===== src/rtl/temperature_table_builder.sv =====
// Writer for the 512x7 temperature-conversion RAM: rebuilds every F->C and C->F entry
// with incremental shift/add arithmetic and streams them one write per accepted cycle.
module temperature_table_builder #(
    parameter int unsigned OFFSET_F = 32,
    parameter int unsigned MAX_OUT  = 127
) (
    input  logic       clk,
    input  logic       reset,
    input  logic       start,
    output logic       busy,
    output logic       done,
    output logic       wr_en,
    input  logic       wr_ready,
    output logic [8:0] wr_addr,
    output logic [6:0] wr_data
);

    localparam int unsigned ADDR_W = 9;
    localparam int unsigned DATA_W = 7;
    localparam int unsigned FQ_W   = 7;
    localparam int unsigned CQ_W   = 9;
    localparam int unsigned SUM_W  = 10;

    localparam logic [7:0]        OFF_T   = 8'(OFFSET_F);
    localparam logic [SUM_W-1:0]  OFF_SUM = SUM_W'(OFFSET_F);
    localparam logic [SUM_W-1:0]  MAX_SUM = SUM_W'(MAX_OUT);
    localparam logic [DATA_W-1:0] MAX_VAL = DATA_W'(MAX_OUT);

    typedef enum logic [1:0] {IDLE, FILL_F2C, FILL_C2F, FINISH} state_t;

    state_t state, state_nxt;
    logic   busy_nxt, wr_en_nxt, done_nxt;

    logic [FQ_W-1:0]   fq, fq_n;
    logic [3:0]        fr, fr_n, fr_sum;
    logic [CQ_W-1:0]   cq, cq_n;
    logic [2:0]        cr, cr_n;
    logic [3:0]        cr_sum, cr_one;
    logic              c_inc1, c_inc2;
    logic              sat, sat_n;
    logic [SUM_W-1:0]  c_sum;
    logic [DATA_W-1:0] f_val, c_val, data_n;
    logic [ADDR_W-1:0] addr_n;
    logic              accept, start_acc, f_step;

    assign accept    = wr_en && wr_ready;
    assign start_acc = (state == IDLE) && start;

    // State register and registered control outputs
    always_ff @(posedge clk) begin
        if (reset) begin
            state <= IDLE;
            busy  <= 1'b0;
            wr_en <= 1'b0;
            done  <= 1'b0;
        end else begin
            state <= state_nxt;
            busy  <= busy_nxt;
            wr_en <= wr_en_nxt;
            done  <= done_nxt;
        end
    end

    always_comb begin
        state_nxt = state;
        case (state)
            IDLE:     if (start) state_nxt = FILL_F2C;
            FILL_F2C: if (accept && wr_addr == 9'h0FF) state_nxt = FILL_C2F;
            FILL_C2F: if (accept && wr_addr == 9'h1FF) state_nxt = FINISH;
            FINISH:   state_nxt = IDLE;
            default:  state_nxt = IDLE;
        endcase
    end

    // Control outputs follow the state being entered so they line up with it
    always_comb begin
        busy_nxt  = 1'b0;
        wr_en_nxt = 1'b0;
        done_nxt  = 1'b0;
        case (state_nxt)
            FILL_F2C, FILL_C2F: begin
                busy_nxt  = 1'b1;
                wr_en_nxt = 1'b1;
            end
            FINISH:  done_nxt = 1'b1;
            default: ;
        endcase
    end

    // F->C: 5*(T-32) = 9*fq + fr, stepped only once T has reached the offset
    always_comb begin
        f_step = !wr_addr[8] && (wr_addr[7:0] >= OFF_T);
        fr_sum = fr + 4'd5;
        fq_n   = fq;
        fr_n   = fr;
        if (f_step) begin
            if (fr_sum >= 4'd9) begin
                fr_n = fr_sum - 4'd9;
                fq_n = fq + FQ_W'(1);
            end else begin
                fr_n = fr_sum;
            end
        end
        f_val = fq_n + DATA_W'(fr_n >= 4'd5);
    end

    // C->F: 9*T = 5*cq + cr; cq is wide enough for T=255 so saturation never relies on wrap
    always_comb begin
        cr_sum = 4'(cr) + 4'd9;
        c_inc1 = cr_sum >= 4'd5;
        cr_one = c_inc1 ? cr_sum - 4'd5 : cr_sum;
        c_inc2 = cr_one >= 4'd5;
        cq_n   = cq;
        cr_n   = cr;
        if (wr_addr[8]) begin
            cr_n = 3'(c_inc2 ? cr_one - 4'd5 : cr_one);
            cq_n = cq + CQ_W'(c_inc1) + CQ_W'(c_inc2);
        end
        c_sum  = OFF_SUM + SUM_W'(cq_n) + SUM_W'(cr_n >= 3'd3);
        sat_n  = sat || (c_sum >= MAX_SUM);
        c_val  = sat_n ? MAX_VAL : DATA_W'(c_sum);
        addr_n = wr_addr + ADDR_W'(1);
        data_n = addr_n[8] ? c_val : f_val;
    end

    // Address/data and accumulators advance only on an accepted write
    always_ff @(posedge clk) begin
        if (reset || start_acc) begin
            wr_addr <= '0;
            wr_data <= '0;
            fq      <= '0;
            fr      <= '0;
            cq      <= '0;
            cr      <= '0;
            sat     <= 1'b0;
        end else if (accept) begin
            wr_addr <= addr_n;
            wr_data <= data_n;
            fq      <= fq_n;
            fr      <= fr_n;
            cq      <= cq_n;
            cr      <= cr_n;
            sat     <= sat_n;
        end
    end

endmodule

===== config.mk =====
export PLATFORM = sky130hd
export DESIGN_NAME = temperature_table_builder
export DESIGN_NICKNAME = d
export VERILOG_FILES = /design/src/rtl/temperature_table_builder.sv
export SDC_FILE = /design/constraint.sdc
export NUM_CORES = 1
export LEC_CHECK = 0
export ABC_AREA = 1
export BUFFER_PORTS_ARGS = -buffer_cell sky130_fd_sc_hd__buf_2
export CAP_MARGIN = 20
export CORE_AREA = 5 5 95 97
export CTS_CLUSTER_DIAMETER = 80
export DETAILED_ROUTE_END_ITERATION = 8
export DIE_AREA = 0 0 100 102
export GPL_TIMING_DRIVEN = 0
export PLACE_DENSITY = 0.59
export SLEW_MARGIN = 20
export SYNTH_ARGS = -nofsm -noshare
export SYNTH_HDL_FRONTEND = slang
export SYNTH_SLANG_ARGS = --single-unit

===== constraint.sdc =====
create_clock -name clk -period 4 [get_ports clk]
set_input_delay 0.4 -clock clk [delete_from_list [all_inputs] [get_ports clk]]
set_output_delay 0.4 -clock clk [all_outputs]
set_load 0.01 [all_outputs]

==> results of run 1 <==
-- path summary, 6_finish.rpt --
| check | startpoint | endpoint | slack (ps) | cells past startpoint |
|---|---|---|---|---|
| max reg2reg | cr[1]$_SDFFE_PP0P_ | wr_data[6]$_SDFFE_PP0P_ | 430 | 21 |
| min reg2reg | wr_data[0]$_SDFFE_PP0P_ | wr_data[0]$_SDFFE_PP0P_ | 470 | 2 |
| min | reset | state[0]$_SDFF_PP0_ | 320 | 2 |
| max | cr[1]$_SDFFE_PP0P_ | wr_data[6]$_SDFFE_PP0P_ | 430 | 21 |
-- cell usage after synthesis, types with 2 or more instances --
cell / n / area share [%]
nand3b_1: 3 / 0.70
a21oi_2: 3 / 0.82
nand3_2: 5 / 1.6
nor2_4: 6 / 2.1
nor2_2: 5 / 0.97
dfxtp_1: 44 / 27
nor3b_1: 2 / 0.47
inv_2: 3 / 0.35
nor2_1: 41 / 4.8
nand2_2: 12 / 2.3
clkbuf_1: 7 / 0.82
buf_2: 3 / 0.47
ha_1: 16 / 6.2
o21ai_1: 6 / 0.94
or2_2: 2 / 0.39
xor2_1: 6 / 1.6
o21ai_0: 33 / 5.1
nand3_1: 34 / 5.3
clkinv_1: 4 / 0.47
a21oi_1: 31 / 4.8
nand2_1: 112 / 13
nand2_4: 3 / 1.1
nor3_1: 3 / 0.47
a31oi_1: 3 / 0.58
buf_6: 2 / 0.70
nand4_1: 13 / 2.5
a211oi_1: 2 / 0.47
inv_1: 76 / 8.9
-- sequential cells by signal (all words and copies together) (netlist names) --
name and cells:
cq 9, fq 7, wr_en 1, state 2
wr_addr 9, cr 3, sat 1, done 1
fr 4, wr_data 7
-- cells by family (layout without fill, tap and decap cells) --
| family | after synthesis | in the layout | synth area share [%] |
|---|---|---|---|
| fa+ha+maj | 17 | 17 | 6.86 |
| flops | 44 | 44 | 27.4 |
| simple gates | 244 | 244 | 36.9 |
| compound gates | 83 | 83 | 14.2 |
| xor+xnor | 7 | 7 | 1.91 |
| buf+inv | 99 | 129 | 12.7 |
-- power by group --
group          total [mW]  internal [mW]  leakage, nW  switching (mW)
clock network       0.354          0.185       0.0541           0.169
logic               0.133         0.0432         1.33          0.0898
registers           0.463          0.451        0.357          0.0119
-- per-stage QoR --
step | instances | util, % | setup WS, ps | total power, mW
global route | 629 | 44.3 | 61.5 | 1.00
detailed placement | 621 | 42.9 | 361 | 0.606
floorplan | 494 | - | 789 | 0.569
CTS | 629 | 44.3 | 347 | 0.960
global placement | 621 | 42.9 | 403 | 0.604
finish | 629 | 44.3 | 427 | 0.950
-- layer usage --
metal  global-route usage (%)  vias up  routed length (µm)
met5                        0        -                   0
met4                     3.52        0                  68
met3                     2.59        6                 320
met2                     27.4       64                3620
met1                     20.5     1367                3710
li1                         -     1633                   -
-- final cells by class --
type	count	area share, %
plain buffers	14	2.39
clock buffers	5	1.93
clock inverters	3	1.19
inverters	85	9.06
multi-input cells	351	53.9
flip-flops and latches	44	24.7
well taps	105	3.69
repair buffers	22	3.09
-- repair_timing --
item	4_1_cts	5_1_grt
resized for setup	0	1
endpoints found under the setup margin	0	2
endpoints found under the hold margin	0	0
==> impl_results.md, run 1 <==
* IR Drop Worst-Case VDD at 0.151 mV
* H-tree depth at 2
* Post-synth ARST share at 0%
* Core ar. at 0.00805 mm²
* Path type of the worst setup path: flop to flop
* Most common cell after layout, fill and taps aside: nand2_1
* # rows at 33
* Fraction of layout cells with a size suffix above 1 at 15.6%
* Via density at 4.88
* I/O pin cnt at 23
* Max Cap Viol at 0
* Layout Nets at 544
* Synthesized area at 0.00321 mm²
* Via count at 3,070
* CP required at 4200 ps
* Most common cell on crit path: nand2_1
* Cts hold-fix bufs at 0
* Synthesized flop and latch total at 44
* Total congestion overflow at 0
* Port bufs at 22
* Worst Clk Skew at 16.4 ps
* TritonCTS clock tree: yes
* DRC at 0
* Critical path's slowest cell: fa_1
* Initial antenna violation count at 0
* Clock Latency Late Sink at 300 ps
* Pin count of the biggest net entering global routing at 15
* Syn. warnings at 0
* Crit-path max cell delay at 450 ps
* Slew @ Worst Pin at 600 ps
* P_leak at 1.74 nW
* Total Routing Usage GR at 15.7%
* TritonCTS buffer count at 5
* Synth cell types at 42
* DR iter-0 viols at 150
* Starting Density at 39.9%
* Syn Nets at 515
* Seq/Total Area, Yosys at 27.4%
* Sink Count at 44
* Routability congestion estimate at 0.823
* Number of synthesized flops with an enable pin at 0
* Critical-path cell list: inv_1 -> ha_1 -> inv_1 -> a21oi_1 -> o21ai_1 -> nor2_1 -> fa_1 -> o21ai_0 -> ha_1 -> ha_1 -> nand2_2 -> inv_2 -> nand3_2 -> nand2_2 -> nand2_1 -> nand2_1 -> nand4_1 -> nand2_1 -> nand2_1 -> nor2_1 -> nor2_1
* CP bufs+invs at 3
* Final WL at 7.72 mm
* N_diodes at 0
* Total Neg Setup Slack at 0 ps
* Crit-path max FO at 5
* Crit path DAT at 3780 ps
* Hpwl dp at 6.00 mm
* Cells after synthesis at 494
* Total power per unit cell area at 266 mW/mm²
* Setup repair bufs after CTS at 0
* Routed Antenna Nets at 0
* FF+latch area at 882 µm²
* Critical path's top delay family: adder cells
* Setup violators final at 0
* CTS root buffer: clkbuf_8
* Max Clock Freq at 0.280 GHz
* Max clock buf depth at 2
* DR pass1 iterations at 4
* RSZ-0062 raised after global routing: no
* Final hold slack at 322 ps
* Pins Over Slew Limit at 0
* Worst Setup End Kind: flop
* Vias in the first global route at 2,872
* Startpoint class of the critical path: flop
* Wire per inst at 12.3 µm
* Fillcell total at 857
* Vert. Die Dim at 102 µm
* Hold Path Class: input pin to flop
* Final Hold Fails at 0
* Multi-input gate area at 0.00192 mm²
* Crit path time final at 3570 ps
* Slew headroom at 60.0%
* Die Span X at 100 µm
* Mapped Avg Cell Area at 6.50 µm²
* Placement Cell Area at 0.00345 mm²
* Synth Flop Type: dfxtp_1
* Area grow syn2layout at 11.0%
* Most frequent cells in the layout: nand2_1 (112), inv_1 (76), dfxtp_1 (43)
* Clock transition at path regs at 100 ps
* Status: completed
* Fin crit share at 89.3%
* Post-route cell area at 0.00356 mm²
* First-pass GRT wire length at 13.1 mm
* DIE AREA at 0.0102 mm²
(Power assumes the default switching activity.)
==> run 2: changes to the inputs <==
Settings changed: ABC_AREA 1 to 0, CORE_AREA 5 5 95 97 to 5 5 93 95, DIE_AREA 0 0 100 102 to 0 0 98 100.
==> run 2 against run 1 <==
Worst setup slack got worse by 140 ps; first-iteration DRC count fell by 12%; sequential cell count did not move; clock skew fell by 6.5 ps; die area fell by 3.9%; synthesized cell count fell by 21%; clock power rose by 13%; fmax fell by 3.9%; via count fell by 7.3%; worst hold slack improved by 9.1 ps; largest power group unchanged.
==> impl_results.md, run 2 <==
* Status: completed (unchanged)
* # rows at 32 (was 33)
* Count leader, synth: dfxtp_1 (was nand2_1)
* CP bufs+invs at 2 (was 3)
* Vert. Die Dim at 100 µm (was 102 µm)
* DRC at 0 (unchanged)
* Routability congestion estimate at 0.879 (was 0.823)
* Via density at 5.45 (was 4.88)
* Max Clock Freq at 0.269 GHz (was 0.280 GHz)
* Seq/Total Area, Yosys at 28.5% (was 27.4%)
* Total power per unit cell area at 264 mW/mm² (was 266 mW/mm²)
* P_leak at 1.31 nW (was 1.74 nW)
* Synthesized flop and latch total at 44 (unchanged)
* TritonCTS clock tree: yes (unchanged)
* TritonCTS buffer count at 5 (unchanged)
* Hold Path Class: input pin to flop (unchanged)
* Port bufs at 22 (unchanged)
* Max Cap Viol at 0 (unchanged)
* Max clock buf depth at 2 (unchanged)
* Pins Over Slew Limit at 0 (unchanged)
* DR iter-0 viols at 132 (was 150)
* Total congestion overflow at 0 (unchanged)
* Critical path's top delay family: adder cells (unchanged)
* Critical path's slowest cell: ha_2 (was fa_1)
* Biggest regs: cq (9), wr_addr (9) (unchanged)
* Placement Cell Area at 0.00333 mm² (was 0.00345 mm²)
* Sink Count at 44 (unchanged)
* Fin crit share at 92.9% (was 89.3%)
* Synth top area share at 28.5% (was 27.4%)
* I/O pin cnt at 23 (unchanged)
* Area grow syn2layout at 12.7% (was 11.0%)
* Slew headroom at 57.5% (was 60.0%)
* Syn. warnings at 0 (unchanged)
* RSZ-0062 raised after global routing: no (unchanged)
* Final WL at 7.63 mm (was 7.72 mm)
* Largest cells by area after synthesis: dfxtp_1 (28%), ha_1 (6.5%), xnor2_1 (6.2%), xor2_1 (5.1%), nand2_1 (4.7%) (was dfxtp_1 (27%), nand2_1 (13%), inv_1 (8.9%), ha_1 (6.2%), nand3_1 (5.3%))
* DIE AREA at 0.00980 mm² (was 0.0102 mm²)
* Mapped Avg Cell Area at 7.89 µm² (was 6.50 µm²)
* Post-route cell area at 0.00348 mm² (was 0.00356 mm²)
* Starting Density at 40.4% (was 39.9%)
* Largest family of logic cells by synthesized area: simple AND/OR/NAND/NOR gates (unchanged)
* Synth Flop Type: dfxtp_1 (unchanged)
* Wire per inst at 14.6 µm (was 12.3 µm)
* First-pass GRT wire length at 12.8 mm (was 13.1 mm)
* Most common cell after layout, fill and taps aside: dfxtp_1 (was nand2_1)
* Synth cell count leaders: dfxtp_1 (44), nand2_1 (39), nor2_1 (38) (was nand2_1 (112), inv_1 (76), dfxtp_1 (44))
* CP required at 4180 ps (was 4200 ps)
* Pre-CTS setup slack at -78.1 ps (was 361 ps)
* Hpwl dp at 5.76 mm (was 6.00 mm)
* Synth cell types at 58 (was 42)
* Final hold slack at 331 ps (was 322 ps)
* Startpoint class of the critical path: flop (unchanged)
* Post-Synth XOR/XNOR Area at 12.1% (was 1.91%)
* Cts hold-fix bufs at 0 (unchanged)
* Simple-gate share of the synthesized area at 27.9% (was 36.9%)
* Crit-path max FO at 8 (was 5)
* Worst Clk Skew at 9.97 ps (was 16.4 ps)
* Worst Setup End Kind: flop (unchanged)
* DR pass1 iterations at 4 (unchanged)
* Pin count of the biggest net entering global routing at 14 (was 15)
* Synth area leader: dfxtp_1 (unchanged)
* Most frequent cells in the layout: dfxtp_1 (43), nand2_1 (39), nor2_1 (38) (was nand2_1 (112), inv_1 (76), dfxtp_1 (43))
* N_diodes at 0 (unchanged)
* Vias in the first global route at 2,676 (was 2,872)
* Fraction of layout cells with a size suffix above 1 at 13.3% (was 15.6%)
* Setup violators final at 0 (unchanged)
* Crit path time final at 3720 ps (was 3570 ps)
* Total Routing Usage GR at 15.6% (was 15.7%)
* Post-synth ARST share at 0% (unchanged)
* Routed Antenna Nets at 0 (unchanged)
* Slew @ Worst Pin at 638 ps (was 600 ps)
* Post-synthesis adder-cell area fraction at 7.12% (was 6.86%)
* Initial antenna violation count at 0 (unchanged)
* Core ar. at 0.00765 mm² (was 0.00805 mm²)
* H-tree depth at 2 (unchanged)
* Clock Latency Late Sink at 290 ps (was 300 ps)
* Mux share of post-synthesis cell area at 1.38% (was 0%)
* Path type of the worst setup path: flop to flop (unchanged)
* Compound-Gate Fraction of Synth Area at 18.6% (was 14.2%)
* Cells after synthesis at 392 (was 494)
* Die Span X at 98 µm (was 100 µm)
* Via count at 2,845 (was 3,070)
* Crit path DAT at 3890 ps (was 3780 ps)
* Critical-path cell list: inv_1 -> ha_2 -> xnor2_1 -> a21oi_1 -> a21oi_2 -> fa_1 -> inv_1 -> ha_2 -> nand2_1 -> nand2_1 -> ha_1 -> o2111ai_2 -> nand4bb_1 -> o221a_4 -> nor4_2 -> a211oi_1 (was inv_1 -> ha_1 -> inv_1 -> a21oi_1 -> o21ai_1 -> nor2_1 -> fa_1 -> o21ai_0 -> ha_1 -> ha_1 -> nand2_2 -> inv_2 -> nand3_2 -> nand2_2 -> nand2_1 -> nand2_1 -> nand4_1 -> nand2_1 -> nand2_1 -> nor2_1 -> nor2_1)
* Layout Nets at 441 (was 544)
* Final WS setup at 283 ps (was 427 ps)
* Synthesized area at 0.00309 mm² (was 0.00321 mm²)
* Syn Nets at 413 (was 515)
* CTS root buffer: clkbuf_8 (unchanged)
* Clock transition at path regs at 90 ps (was 100 ps)
* Final Hold Fails at 0 (unchanged)
* IR Drop Worst-Case VDD at 0.166 mV (was 0.151 mV)
* Number of synthesized flops with an enable pin at 0 (unchanged)
* Crit-path max cell delay at 420 ps (was 450 ps)
[run 2: cell types whose count changed after synthesis, moves of 7 or more]
cell,change
nand3_1,-17
nand2_2,-12
or3_1,+8
nor2b_1,+7
xnor2_1,+21
nand2_1,-73
and3_1,+7
nand4_1,-7
inv_1,-63
xor2_1,+12
nor3_1,+7
o21ai_0,-10
[run 2: cell families (layout without fill, tap and decap cells)]
| logic type | Yosys count | count (layout) |
|---|---|---|
| xor+xnor | 41 | 41 |
| simple gates | 165 | 165 |
| buf+inv | 33 | 61 |
| flops | 44 | 44 |
| fa+ha+maj | 17 | 17 |
| compound gates | 88 | 88 |
| mux | 4 | 4 |
[run 2: power breakdown]
group / switching, mW / internal, mW
registers: 0.00627 / 0.443
logic: 0.0474 / 0.0224
clock network: 0.154 / 0.246
total: 0.208 / 0.711
[run 2: worst reg2reg max path: stages, from the launching register on]
cell       delay [ps]
dfxtp_1           410
inv_1             110
ha_2              420
xnor2_1            80
a21oi_1           180
a21oi_2           110
fa_1              420
inv_1              80
ha_2              270
nand2_1            80
nand2_1            80
ha_1              290
o2111ai_2         150
nand4bb_1         150
o221a_4           320
nor4_2            350
a211oi_1           90
[run 2: what timing repair did]
item / CTS / global route
gates cloned: 0 / 0
gates resized for setup: 2 / 5
setup endpoints to repair: 1 / 8
buffers inserted: 0 / 0
[run 2: worst paths after layout]
path | startpoint | to | slack (ps) | cells past startpoint
min reg2reg | cq[0]$_SDFFE_PP0P_ | cq[0]$_SDFFE_PP0P_ | 470 | 2
max | cr[1]$_SDFFE_PP0P_ | wr_data[6]$_SDFFE_PP0P_ | 280 | 16
min | reset | wr_en$_SDFF_PP0_ | 330 | 2
max reg2reg | cr[1]$_SDFFE_PP0P_ | wr_data[6]$_SDFFE_PP0P_ | 280 | 16
[run 2: through the flow]
stage / power [mW] / setup TNS [ps] / std cells / utilization (%)
5_1_grt: 0.955 / 0 / 522 / 45.6
2_1_floorplan: 0.503 / 0 / 392 / -
6_report: 0.919 / 0 / 522 / 45.6
3_3_place_gp: 0.528 / -58.5 / 516 / 43.6
3_5_place_dp: 0.529 / -78.1 / 516 / 43.6
4_1_cts: 0.931 / 0 / 523 / 45.4
[run 2: area by class of cell]
type                       count  area (µm²)
inverter                      13        48.8
clock buffer                   5        68.8
fill                         798        4160
buffer                        19        87.6
timing repair buffer          22         110
tap                          102         128
sequential                    44         882
clock inverter                 2        60.1
multi-input combinational    315        2100
[run 2: per-layer routing]
layer | wire [µm] | GRT usage (%)
met1 | 3640 | 21.6
met5 | 0 | 0
met2 | 3530 | 26.2
met4 | 30 | 2.24
met3 | 427 | 2.43
==> run 3: changes to the inputs <==
Clock period 4 ns to 3.75 ns, I/O delays scaled along.
==> run 3 against run 2 <==
Clock power grew 7.0%; via count up 0.60%; fmax up 3.7%; worst hold slack worse by 30 ps; largest cell class unchanged; sequential cell count is the same; global-route usage barely moved; final cell count did not move.
==> impl_results.md, run 3 (synthesis results as in run 2) <==
* Startpoint class of the critical path: flop (unchanged)
* Most frequent cells in the layout: dfxtp_1 (42), nand2_1 (39), nor2_1 (38) (was dfxtp_1 (43), nand2_1 (39), nor2_1 (38))
* Routed Antenna Nets at 0 (unchanged)
* Crit-path max cell delay at 420 ps (about the same)
* Most common cell after layout, fill and taps aside: dfxtp_1 (unchanged)
* Max Cap Viol at 0 (unchanged)
* DIE AREA at 0.00980 mm² (unchanged)
* Hpwl dp at 5.76 mm (unchanged)
* # rows at 32 (unchanged)
* CP bufs+invs at 2 (unchanged)
* DR iter-0 viols at 129 (was 132)
* Final WL at 7.66 mm (was 7.63 mm)
* Worst Setup End Kind: flop (unchanged)
* TritonCTS clock tree: yes (unchanged)
* Crit-path max FO at 9 (was 8)
* IR Drop Worst-Case VDD at 0.177 mV (was 0.166 mV)
* Worst flop-to-flop path endpoint: wr_data[0]$_SDFFE_PP0P_ (was wr_data[6]$_SDFFE_PP0P_)
* Critical path's top delay family: compound AO/OA/AOI/OAI gates (was adder cells)
* Biggest regs: cq (9), wr_addr (9) (unchanged)
* Starting Density at 40.4% (unchanged)
* R2R Setup Slk at 170 ps (was 280 ps)
* Total Neg Setup Slack at 0 ps (unchanged)
* Status: completed (unchanged)
* Die Span X at 98 µm (unchanged)
* Fraction of layout cells with a size suffix above 1 at 14.5% (was 13.3%)
* Core ar. at 0.00765 mm² (unchanged)
* Hold Path Depth at 2 (unchanged)
* Worst r2r src: cr[0]$_SDFFE_PP0P_ (was cr[1]$_SDFFE_PP0P_)
* Worst R2R Path Depth at 15 (was 16)
* Max clock buf depth at 2 (unchanged)
* Layout Nets at 441 (unchanged)
* Max Clock Freq at 0.279 GHz (was 0.269 GHz)
* Via count at 2,862 (was 2,845)
* Routability congestion estimate at 0.879 (unchanged)
* Slew headroom at 57.9% (was 57.5%)
* Total power per unit cell area at 279 mW/mm² (was 264 mW/mm²)
* Port bufs at 22 (unchanged)
* Crit path DAT at 3760 ps (was 3890 ps)
* Setup repair bufs after CTS at 0 (unchanged)
* Vert. Die Dim at 100 µm (unchanged)
* H-tree depth at 2 (unchanged)
* RSZ-0062 raised after global routing: no (unchanged)
* TritonCTS buffer count at 5 (unchanged)
* Total congestion overflow at 0 (unchanged)
* Critical Path Start: cr[0]$_SDFFE_PP0P_ (was cr[1]$_SDFFE_PP0P_)
* Worst Hold Path EP: wr_en$_SDFF_PP0_ (unchanged)
* Worst Clk Skew at 11.4 ps (was 9.97 ps)
* CTS root buffer: clkbuf_8 (unchanged)
* Levels on crit path at 15 (was 16)
* Area grow syn2layout at 14.0% (was 12.7%)
* Slew @ Worst Pin at 632 ps (was 638 ps)
* Final Hold Fails at 0 (unchanged)
* CP required at 3930 ps (was 4180 ps)
* Setup violators final at 0 (unchanged)
* Critical path's slowest cell: dfxtp_2 (was ha_2)
* Wire per inst at 14.7 µm (was 14.6 µm)
* Sink Count at 44 (unchanged)
* Pins Over Slew Limit at 0 (unchanged)
* N_diodes at 0 (unchanged)
* Path type of the worst setup path: flop to flop (unchanged)
* Fin crit share at 95.5% (was 92.9%)
* Finished Layout Cells at 522 (unchanged)
* Fillcell total at 793 (was 798)
* Cts hold-fix bufs at 0 (unchanged)
* Total Routing Usage GR at 15.6% (about the same)
* Clock transition at path regs at 90 ps (about the same)
* Inst Count DP at 516 (unchanged)
* Pin count of the biggest net entering global routing at 14 (unchanged)
* Critical-path cell list: inv_1 -> ha_4 -> xnor2_1 -> a21oi_1 -> a21oi_2 -> fa_1 -> inv_1 -> ha_4 -> nand3_2 -> or3_1 -> a22oi_2 -> nand4bb_1 -> o221a_4 -> nor4_1 -> o31ai_1 (was inv_1 -> ha_2 -> xnor2_1 -> a21oi_1 -> a21oi_2 -> fa_1 -> inv_1 -> ha_2 -> nand2_1 -> nand2_1 -> ha_1 -> o2111ai_2 -> nand4bb_1 -> o221a_4 -> nor4_2 -> a211oi_1)
* Initial antenna violation count at 0 (unchanged)
* DR pass1 iterations at 4 (unchanged)
* Hold Path Class: input pin to flop (unchanged)
* Clock Latency Late Sink at 300 ps (was 290 ps)
* Crit path time final at 3580 ps (was 3720 ps)
* P_leak at 1.32 nW (was 1.31 nW)
* Vias in the first global route at 2,681 (was 2,676)
* Worst hold start: reset (unchanged)
* DRC at 0 (unchanged)
* I/O pin cnt at 23 (unchanged)
* First-pass GRT wire length at 12.8 mm (about the same)
* Via density at 5.48 (was 5.45)
run 3: cell counts in the layout (fill, tap and decap cells not counted):
Identical to the previous run, type by type.
run 3: worst reg2reg max path, stage by stage (launching register included):
cell,delay [ps]
dfxtp_2,420
inv_1,100
ha_4,280
xnor2_1,130
a21oi_1,180
a21oi_2,110
fa_1,420
inv_1,110
ha_4,180
nand3_2,100
or3_1,350
a22oi_2,190
nand4bb_1,130
o221a_4,330
nor4_1,320
o31ai_1,120
run 3: per-layer routing:
metal	wire length, µm	part of all wire (%)	track usage, %	up-vias
met4	30	0.39	2.24	0
li1	-	-	-	1441
met1	3800	50	21.6	1362
met2	3510	46	26.2	57
met3	318	4.2	2.43	2
met5	0	0	0	-
run 3: report_power, final:
part / switching [mW] / leakage, nW / internal (mW)
Clock: 0.165 / 0.0642 / 0.262
Sequential: 0.00677 / 0.357 / 0.472
Combinational: 0.0507 / 0.897 / 0.0245
run 3: metrics by stage:
step                utilization [%]  instance area [µm²]  power (mW)  setup slack [ps]  hold WS (ps)
global placement               43.6                 3330       0.563              -308           460
detailed placement             43.6                 3330       0.565              -328           467
global route                   46.1                 3520        1.02              2.03           318
finish                         46.1                 3520       0.982               167           301
floorplan                         -                 3090       0.536               249           447
CTS                            45.5                 3480       0.993              45.4           299
run 3: repair_timing:
item / 4_1_cts / 5_1_grt
gates resized for setup: 6 / 10
gates cloned: 0 / 0
pin swaps: 0 / 1
setup endpoints to repair: 8 / 8
run 3: cell type report:
| class | instances | area, µm² | area share [%] |
|---|---|---|---|
| buffer | 19 | 88.8 | 2.52 |
| sequential | 44 | 883 | 25.1 |
| clock inverter | 2 | 60.1 | 1.70 |
| clock buffer | 5 | 68.8 | 1.95 |
| timing repair buffer | 22 | 110 | 3.12 |
| inverter | 13 | 48.8 | 1.38 |
| tap | 102 | 128 | 3.62 |
| multi-input combinational | 315 | 2140 | 60.6 |
run 3: worst max path at each step:
stage	slack (ps)	endpoint
floorplan	250	wr_data[6]$_SDFFE_PP0P_
global route	2	wr_data[3]$_SDFFE_PP0P_
CTS	50	wr_data[6]$_SDFFE_PP0P_
global placement	-310	wr_data[6]$_SDFFE_PP0P_
detailed placement	-330	wr_data[6]$_SDFFE_PP0P_
finish	170	wr_data[0]$_SDFFE_PP0P_
